**src/rtl/sign_fmt_pkg.sv**
```systemverilog
// Shared definitions for the two's-complement / sign-magnitude converter.
package sign_fmt_pkg;

  localparam logic MODE_2C_TO_SM = 1'b0;
  localparam logic MODE_SM_TO_2C = 1'b1;

  // Widest operand the is_min helper handles; callers zero-extend into it.
  localparam int MAX_W = 64;

  typedef struct packed {
    logic ovf;
    logic negz;
  } conv_flags_t;

  function automatic logic is_min(input logic [MAX_W-1:0] x, input int unsigned n);
    return x == (MAX_W'(1) << (n - 1));
  endfunction

endpackage

```
**src/rtl/sign_fmt_conv_pipe_cond_negate.sv**
```systemverilog
// Conditional two's negate: y = inv ? ~a + 1 : a, built as an invert stage
// followed by a half-adder ripple chain that injects the +1.
module cond_negate #(
  parameter int N = 8
) (
  input  logic [N-1:0] a,
  input  logic         inv,
  output logic [N-1:0] y
);

  logic [N-1:0] b;
  logic [N-1:0] c;

  assign b    = a ^ {N{inv}};
  assign c[0] = inv;

  for (genvar i = 0; i < N; i++) begin : g_ha
    assign y[i] = b[i] ^ c[i];
    if (i < N - 1) begin : g_carry
      assign c[i+1] = b[i] & c[i];
    end
  end

endmodule

```
**src/rtl/sign_fmt_conv_pipe.sv**
```systemverilog
// Two-stage valid/ready pipeline converting between 2C and SM per transaction,
// with min/negative-zero flags and a saturating count of flagged outputs.
module sign_fmt_conv_pipe
  import sign_fmt_pkg::*;
#(
  parameter int N     = 8,
  parameter int CNT_W = 8
) (
  input  logic             clk,
  input  logic             rst,
  input  logic             in_valid,
  output logic             in_ready,
  input  logic             in_mode,
  input  logic [N-1:0]     in_data,
  output logic             out_valid,
  input  logic             out_ready,
  output logic [N-1:0]     out_data,
  output logic             out_ovf,
  output logic             out_negz,
  output logic [CNT_W-1:0] err_cnt,
  input  logic             err_clr
);

  logic         s1_valid;
  logic         s1_mode;
  logic [N-1:0] s1_data;
  logic         s2_valid;
  logic         s1_load;
  logic         s2_load;
  logic         out_xfer;

  assign s2_load   = s1_valid & (~s2_valid | out_ready);
  assign in_ready  = ~s1_valid | s2_load;
  assign s1_load   = in_valid & in_ready;
  assign out_valid = s2_valid;
  assign out_xfer  = s2_valid & out_ready;

  logic         sgn;
  logic         min_in;
  logic [N-1:0] neg_in;
  logic [N-1:0] neg_out;
  logic [N-1:0] res;
  conv_flags_t  flg;

  assign sgn    = s1_data[N-1];
  assign min_in = is_min(MAX_W'(s1_data), N);
  // SM->2C negates the magnitude only; 2C->SM negates the whole word.
  assign neg_in = (s1_mode == MODE_SM_TO_2C) ? {1'b0, s1_data[N-2:0]} : s1_data;

  cond_negate #(.N(N)) u_neg (
    .a   (neg_in),
    .inv (sgn),
    .y   (neg_out)
  );

  always_comb begin
    res = neg_out;
    flg = '0;
    if (s1_mode == MODE_2C_TO_SM) begin
      if (min_in) begin
        res     = '1;
        flg.ovf = 1'b1;
      end else if (sgn) begin
        res = {1'b1, neg_out[N-2:0]};
      end
    end else if (min_in) begin
      res      = '0;
      flg.negz = 1'b1;
    end
  end

  always_ff @(posedge clk) begin
    if (rst) begin
      s1_valid <= 1'b0;
      s1_mode  <= MODE_2C_TO_SM;
      s1_data  <= '0;
    end else if (s1_load) begin
      s1_valid <= 1'b1;
      s1_mode  <= in_mode;
      s1_data  <= in_data;
    end else if (s2_load) begin
      s1_valid <= 1'b0;
    end
  end

  // Result and flags only change on a load, so they hold through a stall.
  always_ff @(posedge clk) begin
    if (rst) begin
      s2_valid <= 1'b0;
      out_data <= '0;
      out_ovf  <= 1'b0;
      out_negz <= 1'b0;
    end else if (s2_load) begin
      s2_valid <= 1'b1;
      out_data <= res;
      out_ovf  <= flg.ovf;
      out_negz <= flg.negz;
    end else if (out_ready) begin
      s2_valid <= 1'b0;
    end
  end

  always_ff @(posedge clk) begin
    if (rst || err_clr) begin
      err_cnt <= '0;
    end else if (out_xfer && (out_ovf || out_negz) && !(&err_cnt)) begin
      err_cnt <= err_cnt + CNT_W'(1);
    end
  end

endmodule

```
**config.mk**
```make
export PLATFORM = sky130hd
export DESIGN_NAME = sign_fmt_conv_pipe
export DESIGN_NICKNAME = d
export VERILOG_FILES = /design/src/rtl/sign_fmt_pkg.sv /design/src/rtl/sign_fmt_conv_pipe_cond_negate.sv /design/src/rtl/sign_fmt_conv_pipe.sv
export SDC_FILE = /design/constraint.sdc
export NUM_CORES = 1
export LEC_CHECK = 0
export CORE_ASPECT_RATIO = 0.9
export CORE_MARGIN = 2
export CORE_UTILIZATION = 44
export DETAILED_ROUTE_END_ITERATION = 6
export GPL_ROUTABILITY_DRIVEN = 0
export PLACE_DENSITY_LB_ADDON = 0.05
export SYNTH_ARGS = -nofsm -noshare
export SYNTH_HDL_FRONTEND = slang
export SYNTH_SLANG_ARGS = --single-unit
```
**constraint.sdc**
```tcl
create_clock -name clk -period 3.8 [get_ports clk]
set_clock_uncertainty 0.2 [all_clocks]
set_input_delay 0.57 -clock clk [delete_from_list [all_inputs] [get_ports clk]]
set_output_delay 0.57 -clock clk [all_outputs]
set_load 0.005 [all_outputs]
```
==> metrics.md <==
| Metric | Value |
|---|---|
| Max-cap violations | `0` |
| Synthesized area per cell | `8.58 sq um` |
| Post-detailed-route via-to-cell ratio | `4.97` |
| Die footprint | `0.00360 sq mm` |
| Least-Margin Pin Slew | `0.807 ns` |
| Status | `finished, final reports clean` |
| Number of buffers between clock root and the deepest sink | `2` |
| Total iterations of the first detailed-routing run | `4` |
| Inserted Clock Buffers | `5` |
| Via count of the first global-routing pass | `1043` |
| Post-synthesis instance area | `0.00138 sq mm` |
| Htree depth | `2` |
| Final critical delay including setup and external delays | `2.81 ns` |
| Placed wire-length estimate after detailed placement | `2090 microns` |
| Count of vias placed by the detailed router | `1169` |
| Required time at the worst-slack endpoint | `3.03 ns` |
| Die height | `57.2 microns` |
| Warnings, synthesis | `0` |
| Non-filler cells in the finished layout | `235` |
| Library cell occupying the most area in the post-synthesis netlist | `sky130_fd_sc_hd__dfxtp_1` |
| Highest fanout seen on the critical path | `12` |
| Cell leakage power | `0.727 nW` |
| Number of design-rule violations left by the first detailed-router iteration | `41` |
| Ports placed on the boundary | `34` |
| CTS Root Cell | `sky130_fd_sc_hd__clkbuf_4` |
| Cells after synthesis | `161` |
| Detailed Route WL | `2780 microns` |
| FF-to-FF setup slack | `1.22 ns` |
| Wire length of the first global-routing pass | `4620 microns` |
| Maximum clock frequency | `356 MHz` |
| Final-report max-slew violation count | `0` |
| CP startpoint kind | `input port` |
| Global route overflow | `0` |
| Clk Latency, worst-skew pair | `0.31 ns` |
| Min setup slack post-route | `0.990 ns` |
| Final nets | `215` |
| Hold slack | `0.278 ns` |
| Total of buffers placed on input and output ports | `33` |
| Fin. Hold Viols | `0` |
| Biggest area contributors in the synthesized netlist | `sky130_fd_sc_hd__dfxtp_1 42%, sky130_fd_sc_hd__ha_1 8.2%, sky130_fd_sc_hd__xor2_1 6.3%, sky130_fd_sc_hd__a21oi_1 5.4%, sky130_fd_sc_hd__nand3_1 4.7%` |
| Total negative slack for setup checks | `0 ns` |
| Met3 routed WL | `141 microns` |
| Normalized max-slew margin | `46.0%` |
| Tcrit/Tclk final | `73.9%` |
| Power density over the cells | `343 mW/mm^2` |
| Setup violations, final | `0` |
| Post-DR wirelength/cell | `11.8 microns` |
| Post-cts gate resize count | `0` |
| Post-synth EDFFs | `0` |
| Pin count of the biggest net entering global routing | `24` |
| Highest Signal Layer | `met4` |
| Most instantiated flip-flop cell in the synthesis netlist | `sky130_fd_sc_hd__dfxtp_1` |
| Worst endpoint data arrival time | `2.04 ns` |
| Worst R2R Start | `s1_data[7]` |
| Antenna violations before repair | `0` |
| Endpoint kind of the worst setup timing path | `output port` |
| Total routed wire length on the met1 layer | `1500 microns` |
| Dpl cell area | `0.00172 sq mm` |
| Worst-case hold path end point | `out_negz` |
| Starting density of the core | `45.8%` |
| Routed Antenna Nets | `0` |
| Worst reg2reg path endpoint | `out_data[6]` |
| CTS tree | `done` |
| Top-area cell type share of the netlist area | `42.0%` |
| Antenna Cells | `0` |
| Worst hold path type | `register to register` |
| Total met2 wirelength after detailed routing | `1110 microns` |
| Clock-pin slew reported for the worst setup and hold paths after clock tree synthesis | `0.09 ns` |
| Share of cells above drive strength 1 | `5.70%` |
| Layout area overhead | `29.8%` |
| Sequential fraction of the synthesis area | `42.0%` |
| Hold Path Origin | `out_negz` |
| Leading cell type in the layout, fill and taps excluded | `sky130_fd_sc_hd__clkdlybuf4s50_1` |
| Total of fill cells in the finished design | `305` |
| Finished layout cell area | `0.00179 sq mm` |
| Inst Count DP | `227` |
| Post-placement worst setup slack | `1.01 ns` |
| Peak ir drop on the vdd network | `0.257 mV` |
| Net count after synthesis | `184` |
| Commonest non-fill, non-tap cells in the layout | `33 x sky130_fd_sc_hd__clkdlybuf4s50_1, 29 x sky130_fd_sc_hd__dfxtp_1, 16 x sky130_fd_sc_hd__nand2_1, 15 x sky130_fd_sc_hd__a21oi_1, 14 x sky130_fd_sc_hd__nor2_1` |
| Hold-fix buffers at CTS | `0` |
| Unique masters post-synth | `30` |
| Number of rows created at floorplan | `19` |
| Post-CTS Repair Setup Buffers | `0` |
| Final core utilization | `59.4%` |
| Worst R2R Path Depth | `9` |
| Global-route usage over all layers | `16.3%` |
| Total core area | `0.00302 sq mm` |
| Clock sink count | `29` |
| Yosys reg bits | `29` |
| Die boundary width | `63.1 microns` |
| Cell depth of the worst min-delay path | `2` |
| Drc violations | `0` |
| Synth async-reset ratio | `0%` |
| RSZ-0062 raised after global routing | `no` |
| Setup CP Type | `input port to output port` |
| Pwr Total | `0.615 mW` |
==> state kept, by name (all words and copies together) (netlist names) <==
| name | count |
|---|---|
| out_valid | 1 |
| out_data | 8 |
| s1_mode | 1 |
| s1_data | 8 |
| out_negz | 1 |
| err_cnt | 8 |
| out_ovf | 1 |
| s1_valid | 1 |
==> cells in the mapped netlist (2+ instances only) <==
library cell / number
sky130_fd_sc_hd__and3_1: 2
sky130_fd_sc_hd__dfxtp_1: 29
sky130_fd_sc_hd__inv_1: 5
sky130_fd_sc_hd__xor2_1: 10
sky130_fd_sc_hd__ha_1: 9
sky130_fd_sc_hd__buf_1: 2
sky130_fd_sc_hd__o211ai_1: 2
sky130_fd_sc_hd__or3_1: 3
sky130_fd_sc_hd__nand2_1: 16
sky130_fd_sc_hd__o21ai_0: 3
sky130_fd_sc_hd__nand3_1: 13
sky130_fd_sc_hd__and2_1: 2
sky130_fd_sc_hd__clkbuf_1: 6
sky130_fd_sc_hd__nand3b_1: 2
sky130_fd_sc_hd__a211oi_1: 7
sky130_fd_sc_hd__nand4_1: 2
sky130_fd_sc_hd__nor2_1: 14
sky130_fd_sc_hd__nor3_1: 8
sky130_fd_sc_hd__a21oi_1: 15
==> worst max-delay path by stage <==
stage	from	to	slack, ns
global route	out_ready	in_ready	0.90
finish	out_ready	in_ready	0.99
floorplan	s1_data[7]	out_data[6]	1.28
CTS	out_ready	in_ready	0.98
detailed placement	out_ready	in_ready	1.01
global placement	out_ready	in_ready	1.00
==> worst max-delay path: stages <==
cell	delay (ns)
sky130_fd_sc_hd__clkdlybuf4s50_1	0.48
sky130_fd_sc_hd__nand3b_1	0.39
sky130_fd_sc_hd__clkdlybuf4s50_1	0.60
==> routing by layer <==
layer,up-vias,track usage (%)
met5,-,0
met4,0,4.76
met3,4,5.72
met2,27,22.9
met1,512,23.6
li1,626,-
==> layout make-up <==
cell class,instances,area (sq um),area share [%]
clock buffers,7,65.1,3.63
clock inverters,1,5.00,0.279
inverters,5,18.8,1.05
multi-input cells,118,741,41.3
flip-flops and latches,29,581,32.4
well taps,42,52.6,2.93
repair buffers,33,330,18.4
==> where the power goes <==
group	internal [mW]	switching [mW]	total, mW
logic	0.0436	0.0369	0.0805
registers	0.317	0.0106	0.327
clock network	0.107	0.0999	0.207
==> kinds of logic (layout without fill, tap and decap cells) <==
kind of cell | count (synthesis) | after routing | synth area share [%]
and+or+nand+nor | 67 | 67 | 24.5
AOI/OAI and AO/OA | 30 | 30 | 13.3
DFF | 29 | 29 | 42.0
buffers and inverters | 14 | 46 | 4.35
xor gates and xnor gates | 11 | 11 | 6.97
adders and majority gates | 9 | 9 | 8.15
muxes | 1 | 1 | 0.725
Power figures use the tool's default switching activity.
